[src/rtl/pipeline_hazard_tracker_pkg.sv]
// pipeline_hazard_tracker_pkg: shared sizes and the per-stage record type
package pipeline_hazard_tracker_pkg;
  localparam int NREG = 32;
  localparam int AW = 5;
  localparam int CW = 2;
  typedef struct packed {
    logic          valid;
    logic [AW-1:0] rd;
    logic          regwrite;
    logic          is_load;
  } stage_rec_t;
endpackage

[src/rtl/pipeline_hazard_tracker_if.sv]
// pipeline_hazard_tracker_if: ID issue request in, stall/forwarding/debug view out
interface pipeline_hazard_tracker_if;
  import pipeline_hazard_tracker_pkg::*;
  logic            id_valid;
  logic [AW-1:0]   id_rd;
  logic            id_regwrite;
  logic            id_is_load;
  logic [AW-1:0]   id_rs1;
  logic [AW-1:0]   id_rs2;
  logic            id_use_rs1;
  logic            id_use_rs2;
  logic            flush;
  logic            mem_stall;
  logic            stall_id;
  logic [AW-1:0]   rd_ex;
  logic            RegWrite_ex;
  logic [AW-1:0]   rd_mem;
  logic            RegWrite_mem;
  logic [AW-1:0]   rd_wb;
  logic            RegWrite_wb;
  logic [NREG-1:0] pending_mask;
  modport master (
    output id_valid, id_rd, id_regwrite, id_is_load, id_rs1, id_rs2, id_use_rs1, id_use_rs2,
           flush, mem_stall,
    input  stall_id, rd_ex, RegWrite_ex, rd_mem, RegWrite_mem, rd_wb, RegWrite_wb, pending_mask
  );
  modport slave (
    input  id_valid, id_rd, id_regwrite, id_is_load, id_rs1, id_rs2, id_use_rs1, id_use_rs2,
           flush, mem_stall,
    output stall_id, rd_ex, RegWrite_ex, rd_mem, RegWrite_mem, rd_wb, RegWrite_wb, pending_mask
  );
endinterface

[src/rtl/pipeline_hazard_tracker_pending_counter_bank.sv]
// pending_counter_bank: per-register in-flight write counters and their nonzero mask
module pending_counter_bank
  import pipeline_hazard_tracker_pkg::*;
(
  input  logic            clk,
  input  logic            reset,
  input  logic            inc,
  input  logic [AW-1:0]   inc_idx,
  input  logic            dec,
  input  logic [AW-1:0]   dec_idx,
  output logic [NREG-1:0] pending_mask
);
  logic [CW-1:0] cnt_q [NREG];
  logic [CW-1:0] cnt_d [NREG];
  always_comb begin
    cnt_d = cnt_q;
    pending_mask = '0;
    for (int r = 1; r < NREG; r++) begin
      cnt_d[r] = cnt_q[r] + CW'(inc && inc_idx == AW'(r)) - CW'(dec && dec_idx == AW'(r));
      pending_mask[r] = |cnt_q[r];
    end
    cnt_d[0] = '0;
  end
  always_ff @(posedge clk or posedge reset)
    if (reset) cnt_q <= '{default: '0};
    else cnt_q <= cnt_d;
  // a simultaneous retire of the same register cancels the wrap/underflow
  assert property (@(posedge clk) disable iff (reset)
    !(inc && !(dec && dec_idx == inc_idx) && cnt_q[inc_idx] == '1));
  assert property (@(posedge clk) disable iff (reset)
    !(dec && !(inc && inc_idx == dec_idx) && cnt_q[dec_idx] == '0));
endmodule

[src/rtl/pipeline_hazard_tracker.sv]
// pipeline_hazard_tracker: EX/MEM/WB destination records, load-use and memory stall,
// pending-write tracking for the forwarding unit
module pipeline_hazard_tracker
  import pipeline_hazard_tracker_pkg::*;
(
  input logic clk,
  input logic reset,
  pipeline_hazard_tracker_if.slave bus
);
  stage_rec_t ex_q, ex_d, mem_q, mem_d, wb_q, wb_d, id_rec;
  logic advance, lu1, lu2, stall, accept, inc, dec;
  logic unused;
  always_comb begin
    advance = !bus.mem_stall;
    id_rec = '{valid: 1'b1, rd: bus.id_rd, regwrite: bus.id_regwrite, is_load: bus.id_is_load};
    lu1 = bus.id_use_rs1 && bus.id_rs1 != '0 && ex_q.valid && ex_q.regwrite && ex_q.is_load
          && ex_q.rd == bus.id_rs1;
    lu2 = bus.id_use_rs2 && bus.id_rs2 != '0 && ex_q.valid && ex_q.regwrite && ex_q.is_load
          && ex_q.rd == bus.id_rs2;
    stall = bus.mem_stall || lu1 || lu2;
    accept = bus.id_valid && !stall && !bus.flush;
    ex_d = advance ? (accept ? id_rec : '0) : ex_q;
    mem_d = advance ? ex_q : mem_q;
    wb_d = advance ? mem_q : wb_q;
    inc = accept && bus.id_regwrite && bus.id_rd != '0;
    dec = advance && wb_q.valid && wb_q.regwrite && wb_q.rd != '0;
  end
  always_ff @(posedge clk or posedge reset)
    if (reset) begin
      ex_q <= '0;
      mem_q <= '0;
      wb_q <= '0;
    end else begin
      ex_q <= ex_d;
      mem_q <= mem_d;
      wb_q <= wb_d;
    end
  assign unused = wb_q.is_load;
  assign bus.stall_id = stall;
  assign bus.rd_ex = ex_q.rd;
  assign bus.RegWrite_ex = ex_q.valid && ex_q.regwrite;
  assign bus.rd_mem = mem_q.rd;
  assign bus.RegWrite_mem = mem_q.valid && mem_q.regwrite;
  assign bus.rd_wb = wb_q.rd;
  assign bus.RegWrite_wb = wb_q.valid && wb_q.regwrite;
  pending_counter_bank u_bank (
    .clk(clk),
    .reset(reset),
    .inc(inc),
    .inc_idx(bus.id_rd),
    .dec(dec),
    .dec_idx(wb_q.rd),
    .pending_mask(bus.pending_mask)
  );
endmodule

[src/flat_wrapper.sv]
// flat-port wrapper written by rule: the top's interface ports become plain ports
module pipeline_hazard_tracker_flat import pipeline_hazard_tracker_pkg::*;
  (clk, reset, bus_id_valid, bus_id_rd, bus_id_regwrite, bus_id_is_load, bus_id_rs1, bus_id_rs2, bus_id_use_rs1, bus_id_use_rs2, bus_flush, bus_mem_stall, bus_stall_id, bus_rd_ex, bus_RegWrite_ex, bus_rd_mem, bus_RegWrite_mem, bus_rd_wb, bus_RegWrite_wb, bus_pending_mask);
  pipeline_hazard_tracker_if bus_i ();
  input logic clk;
  input logic reset;
  input wire logic [$bits(bus_i.id_valid)-1:0] bus_id_valid;
  input wire logic [$bits(bus_i.id_rd)-1:0] bus_id_rd;
  input wire logic [$bits(bus_i.id_regwrite)-1:0] bus_id_regwrite;
  input wire logic [$bits(bus_i.id_is_load)-1:0] bus_id_is_load;
  input wire logic [$bits(bus_i.id_rs1)-1:0] bus_id_rs1;
  input wire logic [$bits(bus_i.id_rs2)-1:0] bus_id_rs2;
  input wire logic [$bits(bus_i.id_use_rs1)-1:0] bus_id_use_rs1;
  input wire logic [$bits(bus_i.id_use_rs2)-1:0] bus_id_use_rs2;
  input wire logic [$bits(bus_i.flush)-1:0] bus_flush;
  input wire logic [$bits(bus_i.mem_stall)-1:0] bus_mem_stall;
  output wire logic [$bits(bus_i.stall_id)-1:0] bus_stall_id;
  output wire logic [$bits(bus_i.rd_ex)-1:0] bus_rd_ex;
  output wire logic [$bits(bus_i.RegWrite_ex)-1:0] bus_RegWrite_ex;
  output wire logic [$bits(bus_i.rd_mem)-1:0] bus_rd_mem;
  output wire logic [$bits(bus_i.RegWrite_mem)-1:0] bus_RegWrite_mem;
  output wire logic [$bits(bus_i.rd_wb)-1:0] bus_rd_wb;
  output wire logic [$bits(bus_i.RegWrite_wb)-1:0] bus_RegWrite_wb;
  output wire logic [$bits(bus_i.pending_mask)-1:0] bus_pending_mask;
  assign bus_i.id_valid = bus_id_valid;
  assign bus_i.id_rd = bus_id_rd;
  assign bus_i.id_regwrite = bus_id_regwrite;
  assign bus_i.id_is_load = bus_id_is_load;
  assign bus_i.id_rs1 = bus_id_rs1;
  assign bus_i.id_rs2 = bus_id_rs2;
  assign bus_i.id_use_rs1 = bus_id_use_rs1;
  assign bus_i.id_use_rs2 = bus_id_use_rs2;
  assign bus_i.flush = bus_flush;
  assign bus_i.mem_stall = bus_mem_stall;
  assign bus_stall_id = bus_i.stall_id;
  assign bus_rd_ex = bus_i.rd_ex;
  assign bus_RegWrite_ex = bus_i.RegWrite_ex;
  assign bus_rd_mem = bus_i.rd_mem;
  assign bus_RegWrite_mem = bus_i.RegWrite_mem;
  assign bus_rd_wb = bus_i.rd_wb;
  assign bus_RegWrite_wb = bus_i.RegWrite_wb;
  assign bus_pending_mask = bus_i.pending_mask;
  pipeline_hazard_tracker u_core (.clk(clk), .reset(reset), .bus(bus_i));
endmodule
[config.mk]
export PLATFORM = sky130hd
export DESIGN_NAME = pipeline_hazard_tracker_flat
export DESIGN_NICKNAME = d
export VERILOG_FILES = /design/src/rtl/pipeline_hazard_tracker_pkg.sv /design/src/rtl/pipeline_hazard_tracker_if.sv /design/src/rtl/pipeline_hazard_tracker_pending_counter_bank.sv /design/src/rtl/pipeline_hazard_tracker.sv /design/src/flat_wrapper.sv
export SDC_FILE = /design/constraint.sdc
export NUM_CORES = 1
export LEC_CHECK = 0
export BUFFER_PORTS_ARGS = -buffer_cell sky130_fd_sc_hd__buf_2
export CORE_ASPECT_RATIO = 1.25
export CORE_MARGIN = 3
export CORE_UTILIZATION = 60
export DETAILED_ROUTE_END_ITERATION = 10
export PLACE_DENSITY = 0.94
export SYNTH_ARGS = -nofsm -noshare
export SYNTH_HDL_FRONTEND = slang
export SYNTH_HIERARCHICAL = 1
export SYNTH_SLANG_ARGS = --single-unit
[constraint.sdc]
create_clock -name clk -period 5.2 [get_ports clk]
set_input_delay 1.04 -clock clk [delete_from_list [all_inputs] [get_ports clk]]
set_output_delay 1.04 -clock clk [all_outputs]
set_load 0.05 [all_outputs]
**After elaboration in Yosys (flattened, before gate mapping)**

Index checks and enable logic that the tools add are counted.

- Equality and inequality tests: 64
- Reductions and logical operators: 122
- Muxes and demuxes: 1
- Add/subtract/negate cells: 62

Operators with widths:

| cell | count |
|---|---|
| == test 5 bit (second input constant) | 32 |
| logical AND 1 bit | 82 |
| == test 5 x 4 -> 1 bit (second input constant) | 16 |
| adder 2 x 1 -> 2 bit | 31 |
| OR reduction 2 bit | 31 |
| subtractor 2 x 1 -> 2 bit | 31 |
| == test 5 x 3 -> 1 bit (second input constant) | 8 |
| == test 5 x 2 -> 1 bit (second input constant) | 4 |
| nonzero test 5 bit | 4 |
| == test 5 x 1 -> 1 bit (second input constant) | 2 |
| == test 5 bit | 2 |
| two-way mux 8 bit | 1 |
| logical NOT 1 bit | 3 |
| logical OR 1 bit | 2 |

- Output and inout bits: 51
- Logic and storage cells: 290
- Input port bits: 24
- Register bits: 84

**Logic depth before layout (Yosys ltp)**

- Depth in word-level cells: 16
- Depth in mapped cells: 12
- Depth with buffers taken out: 12

**Cells and area by module**

Netlist, hierarchy kept.

Modules (own cells, without submodules):

| module | cells each | sequential area each (um^2) | times used | area an instance (um^2) |
|---|---|---|---|---|
| pending_counter_bank | 346 | 1551.5 | 1 | 3684.8 |
| pipeline_hazard_tracker | 93 | 550.5 | 1 | 1149.9 |

**Worst setup path before layout**

No wires, ideal clock.

- Path kind: input port to flip-flop
- Start point: input port bus_mem_stall
- End point: register u_core/u_bank/cnt_q[29] (netlist name)
- Data arrival time: 3.277 ns
- Library setup time: 0.123 ns
- Required time: 5.077 ns
- Path buffers: 1
- Stages on the path: 10
- Slack: 1.800 ns
- Cell sequence: buf_6 -> nor3b_1 -> o2111a_1 -> nor4b_1 -> nand2_1 -> ha_1 -> inv_1 -> ha_1 -> xnor2_1 -> xnor2_1

RTL lines:

| what | line | source |
|---|---|---|
| start: declaration | flat_wrapper.sv:16 | `input wire logic [$bits(bus_i.mem_stall)-1:0] bus_mem_stall;` |
| end signal: assignment | pipeline_hazard_tracker_pending_counter_bank.sv:26 | `else cnt_q <= cnt_d;` |
| end: declaration | pipeline_hazard_tracker_pending_counter_bank.sv:13 | `logic [CW-1:0] cnt_q [NREG];` |

==> results.cfg <==
[setup_path]
crit_buf_inv = 2
start_kind = input pin
crit_required_ps = 5490
worst_setup_path_end_kind = flip-flop
reg2reg_setup_slack_ps = 2020
cp_cell_sequence = buf_2, nor3b_1, o2111a_1, nor4b_1, nand2_1, ha_1, inv_1, ha_1, xnor2_1, xnor2_1
cp_max_fo = 25
critPathSlowestCell = nor3b_1
critPathTopFamily = simple AND/OR/NAND/NOR gates
path_class = input pin to flip-flop
regToRegStartpoint = u_core/bus.rd_ex[2]$_DFFE_PP0N_
worstPathArrival_ps = 4130
setup.worst_path.start = bus_mem_stall
slowest_delay_ps = 900

[clock_network]
htreeDepth = 3
clk_latency_ps = 360
post_cts_resized = 0
cts_setup_buffers = 0
ctsHoldBuffers = 0
root_buffer = clkbuf_8
cts_buffer_depth = 2
cts_tree = yes
clk_pin_slew_ps = 80
cts.sinks = 84
cts_buffers = 9

[floorplanning]
start_util_pct = 61.7
coreArea_sq_um = 7840
die_y_um = 106
die-area_sq_um = 9180
fp.dieW_um = 86.3
rows = 36
io_pins = 75

[finish]
fill_cells = 560
regArea_sq_um = 2100
drive_above_1_share_pct = 28.5
synthToLayoutAreaGrowth_pct = 11.3
layout_common_cells = dfrtp_1, buf_2, xnor2_1
final_common_cell = dfrtp_1
finish.net_count = 587
final_core_util_pct = 68.7
multiInputGateArea_sq_um = 2430
n_antenna_cell = 0

[hold_path]
min-delay-start = u_core/u_bank/cnt_q[39]$_DFF_PP0_
worstHoldPathType = flip-flop to flip-flop

[detailed_routing]
vias = 3293
drt_iter0_markers = 182
drc = 0
dr.pass1.iters = 4
vias_per_cell = 5.49
drtAntennaViolNets = 0
routed_wl_um = 9410
wire_per_inst_um = 15.7

[global_route]
grt_max_degree = 63
antenna_found_initial = 0
track_usage_pct = 22.7
grt_pass1_vias = 3494
grt_overflow = 0
grt_pass1_wl_um = 16200

[sta]
max_freq_mhz = 260
setup_viol_count_final = 0
finalHoldViolations = 0
rsz0062_at_grt = false
slew_viol_final = 0
whs_ps = 476
fin_worst_skew_ps = 9.48
tns_ps = 0
relSlewSlack_pct = 30.7
fin_crit_ps = 3840
worst_slew_pin_slew_ps = 1040
period_share_pct = 73.9

[synthesis]
yosys.area.top_type = dfrtp_1
synth_cell_types = 38
ys_warn_count = 6
avgSynthCellArea_sq_um = 11.0
synth_area_sq_um = 4830
synth_top_area_share_pct = 43.5
synth_area_leaders = dfrtp_1, ha_1, xnor2_1
synthCells = 439
syn_nets = 525
yosysSeqAreaShare_pct = 43.5
ys_seq_elements = 84

[power]
p_per_area_nw_per_um2 = 286
p_leak_nw = 3.01
peakVddDrop_mv = 0.170

[outcome]
status = finished, final reports clean

[place]
io_buffers = 73
gpl.final_weighted_congestion = 0.804
dp_hpwl_um = 6940

[run]
max-cap-violations = 0
-- layer usage --
metal,track usage (%),vias to the layer above,part of all wire [%]
li1,-,1550,-
met1,26.6,1604,39
met2,38.9,108,52
met3,5.74,31,6.7
met4,9.91,0,2.9
met5,0,-,0
-- synthesized netlist by cell type, drive strengths merged --
cell     number
or2          32
a2bb2oi       1
nand4b        3
nor3          1
ha           62
nor4b         1
a32o          7
and4          1
nor3b         2
and2          8
or4b          1
mux2         14
conb          1
clkbuf        7
xnor2        65
dfrtp        84
and4b         3
nand4bb       3
nand2b        3
and4bb        3
a22o          1
nand3         2
o2111ai       1
inv          38
nand2        28
nand4         1
xor2          5
nor2         33
a21oi         1
or4           2
nor2b         2
o2111a        1
nor4          4
o21ai         1
buf          17
-- flip-flops by register name, indices dropped and copies added (netlist names) --
name,count
u_core/u_bank/cnt_q,62
u_core/bus.rd_ex,5
u_core/bus.rd_mem,5
u_core/bus.rd_wb,5
u_core/ex_q,3
u_core/mem_q,2
u_core/wb_q,2
-- through the flow --
stage                     instances  worst slack (ps)  power (mW)  cell area (sq um)
after floorplan                 439              1800       0.991               4830
after global routing            600              1220        1.60               5380
after CTS                       600              1450        1.56               5380
after detailed placement        585              1150        1.06               5180
final                           600              1360        1.54               5380
after global placement          585              1370        1.05               5180
-- power by group --
part,switching [mW],internal [mW]
Combinational,0.223,0.0907
Clock,0.227,0.266
Sequential,0.0377,0.697
-- path summary, 6_finish.rpt --
| path | endpoint | cells after the start |
|---|---|---|
| worst max-delay path | u_core/u_bank/cnt_q[31]$_DFF_PP0_ | 10 |
| worst min-delay path | u_core/u_bank/cnt_q[39]$_DFF_PP0_ | 1 |
| worst max register to register | u_core/u_bank/cnt_q[31]$_DFF_PP0_ | 12 |
| worst min register to register | u_core/u_bank/cnt_q[39]$_DFF_PP0_ | 1 |
| max in group asynchronous | u_core/u_bank/cnt_q[6]$_DFF_PP0_ | 3 |
| min in group asynchronous | u_core/wb_q[7]$_DFFE_PP0N_ | 2 |
-- logic make-up (layout without fill, tap and decap cells) --
| group | after synthesis | count (layout) | synth area share (%) |
|---|---|---|---|
| mux | 14 | 14 | 3.26 |
| xor+xnor | 70 | 70 | 12.7 |
| simple gates | 133 | 133 | 15.6 |
| fa+ha+maj | 62 | 62 | 16.0 |
| other cells | 1 | 1 | 0.0776 |
| buf+inv | 62 | 128 | 6.21 |
| compound gates | 13 | 13 | 2.64 |
| flops | 84 | 84 | 43.5 |
-- cell type report --
cell class | instances | area share, %
timing repair buffer | 75 | 7.07
multi-input combinational | 293 | 45.2
clock inverter | 5 | 1.44
sequential | 84 | 39.1
inverter | 38 | 2.65
tap | 95 | 2.21
clock buffer | 10 | 2.37
Note: power is estimated with default switching activity, not from simulation.
